<file path="src/rtl/ps2_pkg.sv">
// Shared types and constants for the PS/2 key receiver.
package ps2_pkg;

  typedef enum logic [1:0] {IDLE, DATA, PARITY, STOP} ps2_state_t;

  localparam logic [1:0] ERR_PARITY  = 2'b01;
  localparam logic [1:0] ERR_STOP    = 2'b10;
  localparam logic [1:0] ERR_TIMEOUT = 2'b11;

  localparam logic [7:0] PS2_EXT = 8'hE0;
  localparam logic [7:0] PS2_BRK = 8'hF0;

  typedef struct packed {
    logic       ext;
    logic       rel;
    logic [7:0] code;
  } key_evt_t;

endpackage

</file>
<file path="src/rtl/ps2_key_fifo.sv">
// First-word fall-through key-event FIFO with occupancy count.
module ps2_key_fifo
  import ps2_pkg::*;
#(
  parameter  int DEPTH = 8,
  localparam int AW    = $clog2(DEPTH),
  localparam int CW    = AW + 1
) (
  input  logic          clk,
  input  logic          rst,
  input  logic          push,
  input  key_evt_t      din,
  input  logic          pop,
  output key_evt_t      dout,
  output logic          valid,
  output logic          ovf,
  output logic [CW-1:0] count
);

  key_evt_t      mem_q [DEPTH];
  key_evt_t      mem_d [DEPTH];
  logic [AW-1:0] wr_ptr_q, wr_ptr_d, rd_ptr_q, rd_ptr_d;
  logic [CW-1:0] count_q, count_d;
  logic          do_push, do_pop;

  // A pop frees the slot a same-cycle push needs, so full+push+pop is not an overflow.
  assign do_pop  = pop && (count_q != '0);
  assign do_push = push && ((count_q != CW'(DEPTH)) || do_pop);
  assign ovf     = push && !do_push;

  always_comb begin
    mem_d    = mem_q;
    wr_ptr_d = wr_ptr_q;
    rd_ptr_d = rd_ptr_q;
    count_d  = count_q;
    if (do_push) begin
      mem_d[wr_ptr_q] = din;
      wr_ptr_d        = wr_ptr_q + AW'(1);
    end
    if (do_pop) rd_ptr_d = rd_ptr_q + AW'(1);
    case ({do_push, do_pop})
      2'b10:   count_d = count_q + CW'(1);
      2'b01:   count_d = count_q - CW'(1);
      default: count_d = count_q;
    endcase
  end

  always_ff @(posedge clk or negedge rst) begin
    if (!rst) begin
      for (int i = 0; i < DEPTH; i++) mem_q[i] <= '0;
      wr_ptr_q <= '0;
      rd_ptr_q <= '0;
      count_q  <= '0;
    end else begin
      mem_q    <= mem_d;
      wr_ptr_q <= wr_ptr_d;
      rd_ptr_q <= rd_ptr_d;
      count_q  <= count_d;
    end
  end

  assign valid = (count_q != '0);
  assign dout  = valid ? mem_q[rd_ptr_q] : '0;
  assign count = count_q;

endmodule

</file>
<file path="src/rtl/ps2_key_receiver.sv">
// PS/2 keyboard receiver: sync, clock glitch filter, frame FSM with timeout,
// E0/F0 prefix decode and a flow-controlled key-event FIFO.
module ps2_key_receiver
  import ps2_pkg::*;
#(
  parameter  int SYNC_STAGES    = 3,
  parameter  int FILTER_LEN     = 8,
  parameter  int TIMEOUT_CYCLES = 50000,
  parameter  int FIFO_DEPTH     = 8,
  localparam int CW             = $clog2(FIFO_DEPTH) + 1
) (
  input  logic          clk,
  input  logic          rst,
  input  logic          ps2_clk,
  input  logic          ps2_data,
  output logic          key_valid,
  input  logic          key_ready,
  output logic [7:0]    key_code,
  output logic          key_ext,
  output logic          key_release,
  output logic          frame_err,
  output logic [1:0]    err_code,
  output logic          overflow,
  output logic [CW-1:0] fifo_count
);

  localparam int FW = $clog2(FILTER_LEN + 1);
  localparam int TW = $clog2(TIMEOUT_CYCLES + 1);

  logic [SYNC_STAGES-1:0] sclk_q, sclk_d, sdat_q, sdat_d;
  logic [FW-1:0]          fcnt_q, fcnt_d;
  logic                   filt_q, filt_d, filt_prev_q;
  logic                   clk_s, dat_s, fall;
  ps2_state_t             state_q, state_d;
  logic [2:0]             idx_q, idx_d;
  logic [7:0]             shreg_q, shreg_d, rx_byte_q, rx_byte_d;
  logic                   par_ok_q, par_ok_d;
  logic [TW-1:0]          tmo_q, tmo_d;
  logic                   good_q, good_d, err_q, err_d;
  logic [1:0]             err_code_q, err_code_d;
  logic                   ext_pend_q, ext_pend_d, rel_pend_q, rel_pend_d;
  logic                   push;
  key_evt_t               push_evt, head_evt;

  assign clk_s = sclk_q[SYNC_STAGES-1];
  assign dat_s = sdat_q[SYNC_STAGES-1];
  assign fall  = filt_prev_q & ~filt_q;

  // Filtered level flips only after FILTER_LEN consecutive disagreeing samples.
  always_comb begin
    sclk_d = {sclk_q[SYNC_STAGES-2:0], ps2_clk};
    sdat_d = {sdat_q[SYNC_STAGES-2:0], ps2_data};
    filt_d = filt_q;
    fcnt_d = '0;
    if (clk_s != filt_q) begin
      if (fcnt_q == FW'(FILTER_LEN - 1)) filt_d = clk_s;
      else                               fcnt_d = fcnt_q + FW'(1);
    end
  end

  always_comb begin
    state_d    = state_q;
    idx_d      = idx_q;
    shreg_d    = shreg_q;
    par_ok_d   = par_ok_q;
    rx_byte_d  = rx_byte_q;
    good_d     = 1'b0;
    err_d      = 1'b0;
    err_code_d = err_code_q;
    tmo_d      = (state_q == IDLE || fall) ? '0 : tmo_q + TW'(1);
    if (fall) begin
      case (state_q)
        IDLE: if (!dat_s) begin
          state_d = DATA;
          idx_d   = 3'd0;
        end
        DATA: begin
          shreg_d = {dat_s, shreg_q[7:1]};
          idx_d   = idx_q + 3'd1;
          if (idx_q == 3'd7) state_d = PARITY;
        end
        PARITY: begin
          par_ok_d = ^{shreg_q, dat_s};
          state_d  = STOP;
        end
        STOP: begin
          state_d = IDLE;
          if (par_ok_q && dat_s) begin
            good_d    = 1'b1;
            rx_byte_d = shreg_q;
          end else begin
            err_d      = 1'b1;
            err_code_d = par_ok_q ? ERR_STOP : ERR_PARITY;
          end
        end
        default: state_d = IDLE;
      endcase
    end else if (state_q != IDLE && tmo_q == TW'(TIMEOUT_CYCLES - 1)) begin
      state_d    = IDLE;
      err_d      = 1'b1;
      err_code_d = ERR_TIMEOUT;
      tmo_d      = '0;
    end
  end

  // Prefix bytes only arm the pending flags; everything else becomes an event.
  assign push     = good_q && (rx_byte_q != PS2_EXT) && (rx_byte_q != PS2_BRK);
  assign push_evt = '{ext: ext_pend_q, rel: rel_pend_q, code: rx_byte_q};

  always_comb begin
    ext_pend_d = ext_pend_q;
    rel_pend_d = rel_pend_q;
    if (err_q || push) begin
      ext_pend_d = 1'b0;
      rel_pend_d = 1'b0;
    end else if (good_q) begin
      if (rx_byte_q == PS2_EXT) ext_pend_d = 1'b1;
      if (rx_byte_q == PS2_BRK) rel_pend_d = 1'b1;
    end
  end

  always_ff @(posedge clk or negedge rst) begin
    if (!rst) begin
      sclk_q      <= '1;
      sdat_q      <= '1;
      fcnt_q      <= '0;
      filt_q      <= 1'b1;
      filt_prev_q <= 1'b1;
      state_q     <= IDLE;
      idx_q       <= '0;
      shreg_q     <= '0;
      par_ok_q    <= 1'b0;
      rx_byte_q   <= '0;
      tmo_q       <= '0;
      good_q      <= 1'b0;
      err_q       <= 1'b0;
      err_code_q  <= '0;
      ext_pend_q  <= 1'b0;
      rel_pend_q  <= 1'b0;
    end else begin
      sclk_q      <= sclk_d;
      sdat_q      <= sdat_d;
      fcnt_q      <= fcnt_d;
      filt_q      <= filt_d;
      filt_prev_q <= filt_q;
      state_q     <= state_d;
      idx_q       <= idx_d;
      shreg_q     <= shreg_d;
      par_ok_q    <= par_ok_d;
      rx_byte_q   <= rx_byte_d;
      tmo_q       <= tmo_d;
      good_q      <= good_d;
      err_q       <= err_d;
      err_code_q  <= err_code_d;
      ext_pend_q  <= ext_pend_d;
      rel_pend_q  <= rel_pend_d;
    end
  end

  ps2_key_fifo #(.DEPTH(FIFO_DEPTH)) u_fifo (
    .clk   (clk),
    .rst   (rst),
    .push  (push),
    .din   (push_evt),
    .pop   (key_ready),
    .dout  (head_evt),
    .valid (key_valid),
    .ovf   (overflow),
    .count (fifo_count)
  );

  assign key_code    = head_evt.code;
  assign key_ext     = head_evt.ext;
  assign key_release = head_evt.rel;
  assign frame_err   = err_q;
  assign err_code    = err_code_q;

endmodule

</file>
<file path="config.mk">
export PLATFORM = sky130hd
export DESIGN_NAME = ps2_key_receiver
export DESIGN_NICKNAME = d
export VERILOG_FILES = /design/src/rtl/ps2_pkg.sv /design/src/rtl/ps2_key_fifo.sv /design/src/rtl/ps2_key_receiver.sv
export SDC_FILE = /design/constraint.sdc
export NUM_CORES = 1
export LEC_CHECK = 0
export ABC_AREA = 1
export CAP_MARGIN = 20
export CELL_PAD_IN_SITES_DETAIL_PLACEMENT = 1
export CELL_PAD_IN_SITES_GLOBAL_PLACEMENT = 2
export CORE_MARGIN = 5
export CORE_UTILIZATION = 35
export DETAILED_ROUTE_END_ITERATION = 7
export HOLD_SLACK_MARGIN = 0.02
export PLACE_DENSITY_LB_ADDON = 0.08
export SKIP_CTS_REPAIR_TIMING = 1
export SLEW_MARGIN = 20
export SYNTH_ARGS = -nofsm -noshare
export SYNTH_HDL_FRONTEND = slang
export SYNTH_SLANG_ARGS = --single-unit
</file>
<file path="constraint.sdc">
create_clock -name clk -period 3 [get_ports clk]
set_input_delay 0.45 -clock clk [delete_from_list [all_inputs] [get_ports clk]]
set_output_delay 0.45 -clock clk [all_outputs]
set_load 0.01 [all_outputs]
</file>
==> impl_metrics.py, run 1 <==
metrics = {
    "critical_path": {
        "crit_fanout": 20,
        "r2r-end": "u_fifo.count[2]$_DFFE_PN0P_",
        "setup.worst_path.class": "flop to output port",
        "crit_chain": "inv_1, buf_4, o21ai_0, o22ai_1, nor2_1, nor2_1, clkdlybuf4s50_1",
        "reg2reg_slack_ns": 0.64,
        "cp-start-kind": "flop",
        "cpLargestDelayFamily": "buffers and inverters",
        "slowest_stage": "clkdlybuf4s50_1",
        "cp.required_ns": 2.55,
        "reg2reg_depth": 13,
        "crit_path_end_kind": "output port",
        "reg2reg_from": "rx_byte_q[4]$_DFFE_PN0P_",
        "cpPeakStageDelay_ns": 0.57,
        "crit_top_cell": "nor2_1",
        "cp.arrival_ns": 2.37,
        "crit_buf_inv": 3,
    },
    "logic_synthesis": {
        "yosysMostFrequentCell": "nand2_1",
        "synth_cells": 913,
        "synth-edff-count": 0,
        "synth_nets": 931,
        "synth_area_mm2": 0.00757,
        "ys_ff_latch": 146,
        "yosys.area.top_type_share": 0.456,
        "async_flop_share": 1.00,
        "synth_top_flop_cell": "dfrtp_1",
        "synth_top_cell_by_area": "dfrtp_1",
        "avgSynthCellArea_um2": 8.29,
        "ys_top_cells_by_area": "dfrtp_1 (46%), nand2_1 (12%), nand4_1 (6.9%)",
        "ys_top_cells_by_count": "nand2_1 (249), dfrtp_1 (138), nor2_1 (129)",
        "yosys.cell_types.count": 37,
        "ys_seq_area_frac": 0.484,
        "ys_warn_count": 0,
    },
    "cts": {
        "clk_pin_slew_worst_paths_ns": 0.06,
        "clock_latency_ns": 0.42,
        "numCtsBuffers": 17,
        "htree_levels": 4,
        "cts_root_buf": "clkbuf_16",
        "cts_sinks": 146,
        "tritoncts": "yes",
        "clockBufferDepth": 2,
    },
    "global_routing": {
        "grt_pass1_wl_um": 36200,
        "met3_usage": 0.0344,
        "grt_antenna_before_repair": 0,
        "grt_pass1_vias": 6824,
        "grt_max_degree": 92,
        "busiest_layer": "met2",
        "met2_usage": 0.324,
        "track_usage": 0.185,
        "use_met1": 0.236,
        "grt_overflow": 0,
    },
    "timing": {
        "tightestPinTransition_ns": 0.861,
        "tns_ns": 0,
        "fin_worst_skew_ns": 0.00888,
        "fmax_mhz": 355,
        "hold_viol": 0,
        "final.min_clock_period_ns": 2.82,
        "maxSlewHeadroom": 0.426,
        "rsz0062_at_grt": "false",
        "drv_slew": 0,
        "fin_crit_sh": 0.939,
        "setup_viol": 0,
    },
    "layout": {
        "nFillCells": 2520,
        "drive_gt1_frac": 0.101,
        "finish.utilization": 0.407,
        "nets": 942,
        "antennaDiodeCount": 0,
        "syn_to_final_growth_pct": 13.8,
    },
    "floorplan": {
        "core_area_mm2": 0.0212,
        "initial_core_util": 0.358,
        "num_io_pins": 24,
        "rows": 53,
        "die_w_um": 157,
        "die-area_mm2": 0.0247,
        "dieHeight_um": 157,
    },
    "power": {
        "p_per_area_mw_per_mm2": 780,
        "fin_total_pwr_mw": 6.72,
        "vdd_drop_max_mv": 0.363,
        "power_leakage_nw": 4.11,
    },
    "status": {
        "status": "completed",
    },
    "routing": {
        "wl_um": 21300,
        "via_per_inst": 5.15,
        "wl_per_cell_um": 17.6,
        "drc_errors": 0,
        "initialDrtViolationCount": 325,
        "ant_nets": 0,
        "dr.pass1.iters": 4,
        "num_vias": 6245,
    },
    "placement": {
        "dp_hpwl_um": 14500,
        "portBuffers": 23,
        "place_congestion": 0.798,
    },
    "min_path": {
        "hold_path.class": "primary input to asynchronous set/reset pin",
    },
    "job": {
        "maxCapViolCount": 0,
    },
}
## cell families after synthesis
kind of cell	synth area share
AO/OA/AOI/OAI	0.0694
XOR/XNOR	0.0231
adder cells (fa/ha/maj)	0.0215
buffers and inverters	0.0762
flip-flops	0.484
multiplexers	0.00297
AND/OR/NAND/NOR	0.323
## worst max-delay path by stage
stage                                         startpoint  cells after the start                          end  slack (ns)
final                     u_fifo.rd_ptr_q[0]$_DFFE_PN0P_                      7                  key_release        0.18
after global routing      u_fifo.rd_ptr_q[0]$_DFFE_PN0P_                      7                  key_release        0.02
after CTS                 u_fifo.rd_ptr_q[1]$_DFFE_PN0P_                      6                  key_release        0.12
after detailed placement                       key_ready                      5                     overflow        0.47
after global placement                         key_ready                      5                     overflow        0.45
after floorplan                 rx_byte_q[2]$_DFFE_PN0P_                     15  u_fifo.count[2]$_DFFE_PN0P_        0.88
## placed cells by master (no fill, tap or decap), types with 4 or more instances in the layout
cell	n
nor2_2	4
nor2_4	5
nand2_1	249
clkdlybuf4s50_1	22
o211ai_1	10
dfstp_2	8
xor2_1	11
o22ai_1	10
inv_1	51
buf_12	4
ha_1	13
inv_6	4
nand4_1	84
dfrtp_1	138
nand3_4	9
nand3_1	29
nor3_1	9
buf_4	20
xnor2_1	9
nor2_1	129
a21oi_1	14
clkbuf_16	17
o21ai_0	58
## sequential cells by signal, summed over array words and instances (netlist names)
name / count
u_fifo.mem_q: 80
filt_q: 1
idx_q: 3
tmo_q: 16
u_fifo.rd_ptr_q: 3
rx_byte_q: 8
ext_pend_q: 1
par_ok_q: 1
frame_err: 1
rel_pend_q: 1
u_fifo.wr_ptr_q: 3
fcnt_q: 4
sdat_q: 3
state_q: 2
err_code: 2
good_q: 1
shreg_q: 8
u_fifo.count: 4
sclk_q: 3
filt_prev_q: 1
## routing by layer
metal	share of wire	routed length, µm
met5	0	0
met4	0.012	262
met3	0.016	349
met2	0.51	10800
met1	0.47	9940
## power breakdown
part | total (mW) | internal, mW | switching (mW)
Clock | 2.17 | 1.28 | 0.892
Sequential | 2.33 | 2.13 | 0.203
Combinational | 2.21 | 0.867 | 1.35
Total | 6.72 | 4.28 | 2.44
## per-stage QoR
| stage | cells | worst slack [ns] | area, µm² | hold slack, ns |
|---|---|---|---|---|
| 6_report | 1212 | 0.183 | 8620 | 0.000850 |
| 5_1_grt | 1212 | 0.0201 | 8620 | 0.0448 |
| 4_1_cts | 1212 | 0.119 | 8620 | 0.0238 |
| 3_5_place_dp | 1180 | 0.472 | 8010 | 0.349 |
| 3_3_place_gp | 1180 | 0.445 | 8010 | 0.345 |
| 2_1_floorplan | 913 | 0.884 | 7570 | 0.154 |
## cell type report
cell class / instances / area (µm²) / area share
Sequential cell: 146 / 3660 / 0.425
Multi-Input combinational cell: 658 / 3340 / 0.388
Timing Repair Buffer: 47 / 462 / 0.0536
Clock buffer: 19 / 453 / 0.0526
Tap cell: 275 / 344 / 0.0399
Inverter: 54 / 203 / 0.0235
Clock inverter: 13 / 149 / 0.0173
(Power assumes the default switching activity.)
==> run 2: changes to the inputs <==
- CORE_MARGIN: 5 -> 8
- SETUP_SLACK_MARGIN: default -> 0.4
- SLEW_MARGIN: 20 -> 15
==> run 2 against run 1 <==
Routed wire length up 2.7%. Clock skew decreased by 0.0019 ns. Cell count up 0.83%. Highest routed layer unchanged. Clock power fell by 3%. Largest power group is now combinational cells. Hold slack better by 0.0075 ns. Worst setup slack gained 0.12 ns. Sequential share of layout area fell by 0.67 points. Count of clock-buffer cells in the layout unchanged.
==> impl_metrics.py, run 2 (same netlist as run 1, synthesis figures left out) <==
metrics = {
    "cts": {
        "clockBufferDepth": 2,
        "cts_sinks": 146,
        "htree_levels": 4,
        "clock_latency_ns": 0.42,
        "clk_pin_slew_worst_paths_ns": 0.06,
        "numCtsBuffers": 17,
        "tritoncts": "yes",
        "cts_root_buf": "clkbuf_16",
    },
    "timing": {
        "setup_viol": 0,
        "fmax_mhz": 371,
        "fin_worst_skew_ns": 0.00702,
        "fin_crit_sh": 0.898,
        "tightestPinTransition_ns": 0.662,
        "tns_ns": 0,
        "hold_viol": 0,
        "fin_ws_ns": 0.306,
        "holdWs_ns": 0.00839,
        "drv_slew": 0,
        "maxSlewHeadroom": 0.558,
        "final.min_clock_period_ns": 2.69,
        "rsz0062_at_grt": "true",
    },
    "routing": {
        "initialDrtViolationCount": 239,
        "ant_nets": 0,
        "num_vias": 6251,
        "dr.pass1.iters": 4,
        "wl_um": 21900,
        "drc_errors": 0,
        "via_per_inst": 5.12,
        "wl_per_cell_um": 17.9,
    },
    "layout": {
        "nets": 947,
        "top_regs": "u_fifo.mem_q (80), tmo_q (16)",
        "drive_gt1_frac": 0.113,
        "finish.utilization": 0.407,
        "syn_to_final_growth_pct": 15.8,
        "largest-register": "u_fifo.mem_q",
        "layout_common_cells": "nand2_1 (249), dfrtp_1 (135), nor2_1 (128), nand4_1 (84), o21ai_0 (58)",
        "antennaDiodeCount": 0,
        "largest_reg_flops": 80,
        "layout_commonest_cell": "nand2_1",
    },
    "floorplan": {
        "core_area_mm2": 0.0216,
        "num_io_pins": 24,
        "die_w_um": 163,
        "initial_core_util": 0.351,
        "die-area_mm2": 0.0266,
        "dieHeight_um": 163,
        "rows": 54,
    },
    "global_routing": {
        "grt_antenna_before_repair": 0,
        "grt_max_degree": 92,
        "grt_pass1_vias": 6650,
        "grt_overflow": 0,
        "grt_pass1_wl_um": 35800,
        "track_usage": 0.169,
    },
    "critical_path": {
        "setup.worst_path.class": "flop to output port",
        "cpPeakStageDelay_ns": 0.56,
        "crit_top_cell": "nor2_1",
        "crit_path_end_kind": "output port",
        "crit_chain": "inv_6, buf_12, o21ai_0, o22ai_1, nor2_1, nor2_1, clkdlybuf4s50_1",
        "cp.required_ns": 2.55,
        "slowest_stage": "clkdlybuf4s50_1",
        "r2r-end": "u_fifo.count[2]$_DFFE_PN0P_",
        "reg2reg_slack_ns": 0.60,
        "crit_buf_inv": 3,
        "cp-start-kind": "flop",
        "cp.arrival_ns": 2.24,
        "crit_fanout": 17,
        "reg2reg_from": "rx_byte_q[3]$_DFFE_PN0P_",
        "reg2reg_depth": 13,
        "cpLargestDelayFamily": "buffers and inverters",
    },
    "power": {
        "vdd_drop_max_mv": 0.391,
        "p_per_area_mw_per_mm2": 781,
        "power_leakage_nw": 4.27,
    },
    "placement": {
        "dp_hpwl_um": 14300,
        "portBuffers": 23,
        "place_ws_ns": 0.402,
        "place_congestion": 0.784,
    },
    "min_path": {
        "hold_path.class": "primary input to asynchronous set/reset pin",
    },
    "job": {
        "maxCapViolCount": 0,
    },
    "status": {
        "status": "completed",
    },
}
run 2: changes by cell type in the layout (fill, tap and decap cells not counted), sizes merged, moves of 3 or more:
| cell | change |
|---|---|
| clkdlybuf4s50 | -9 |
| dlymetal6s2s | +9 |
| inv | -4 |
| buf | +3 |
| clkinv | +6 |
run 2: worst max-delay path by stage:
| stage | depth (start not counted) | endpoint | slack [ns] | start |
|---|---|---|---|---|
| after floorplan | 15 | u_fifo.count[2]$_DFFE_PN0P_ | 0.88 | rx_byte_q[2]$_DFFE_PN0P_ |
| after global placement | 5 | overflow | 0.42 | key_ready |
| after detailed placement | 5 | overflow | 0.40 | key_ready |
| after CTS | 6 | key_code[7] | 0.04 | u_fifo.rd_ptr_q[1]$_DFFE_PN0P_ |
| after global routing | 7 | key_ext | 0.18 | u_fifo.rd_ptr_q[0]$_DFFE_PN0P_ |
| final | 7 | key_ext | 0.31 | u_fifo.rd_ptr_q[0]$_DFFE_PN0P_ |
run 2: area by class of cell:
type	instances	area, µm²
repair buffers	52	598
fillers	2605	12800
clock inverters	13	138
well taps	280	350
inverters	54	211
multi-input cells	658	3360
clock buffers	19	443
flip-flops and latches	146	3670
run 2: stage by stage:
stage                     total power [mW]  instances  instance area [µm²]
after floorplan                       3.63        913                 7570
after global placement                4.51       1181                 7990
after CTS                             6.74       1213                 8570
final                                 6.84       1222                 8760
after global routing                  7.31       1222                 8760
after detailed placement              4.59       1181                 7990
run 2: layer usage:
layer,vias to the layer above,part of all wire,GRT usage
met5,-,0,0
met4,0,0.010,0.0459
met3,15,0.027,0.0318
met2,67,0.49,0.290
met1,3112,0.47,0.215
li1,3057,-,-
run 2: report_power, final:
part           switching, mW  internal (mW)  total (mW)
combinational           1.39          0.981        2.37
sequential             0.226           2.13        2.36
clock                  0.864           1.25        2.11
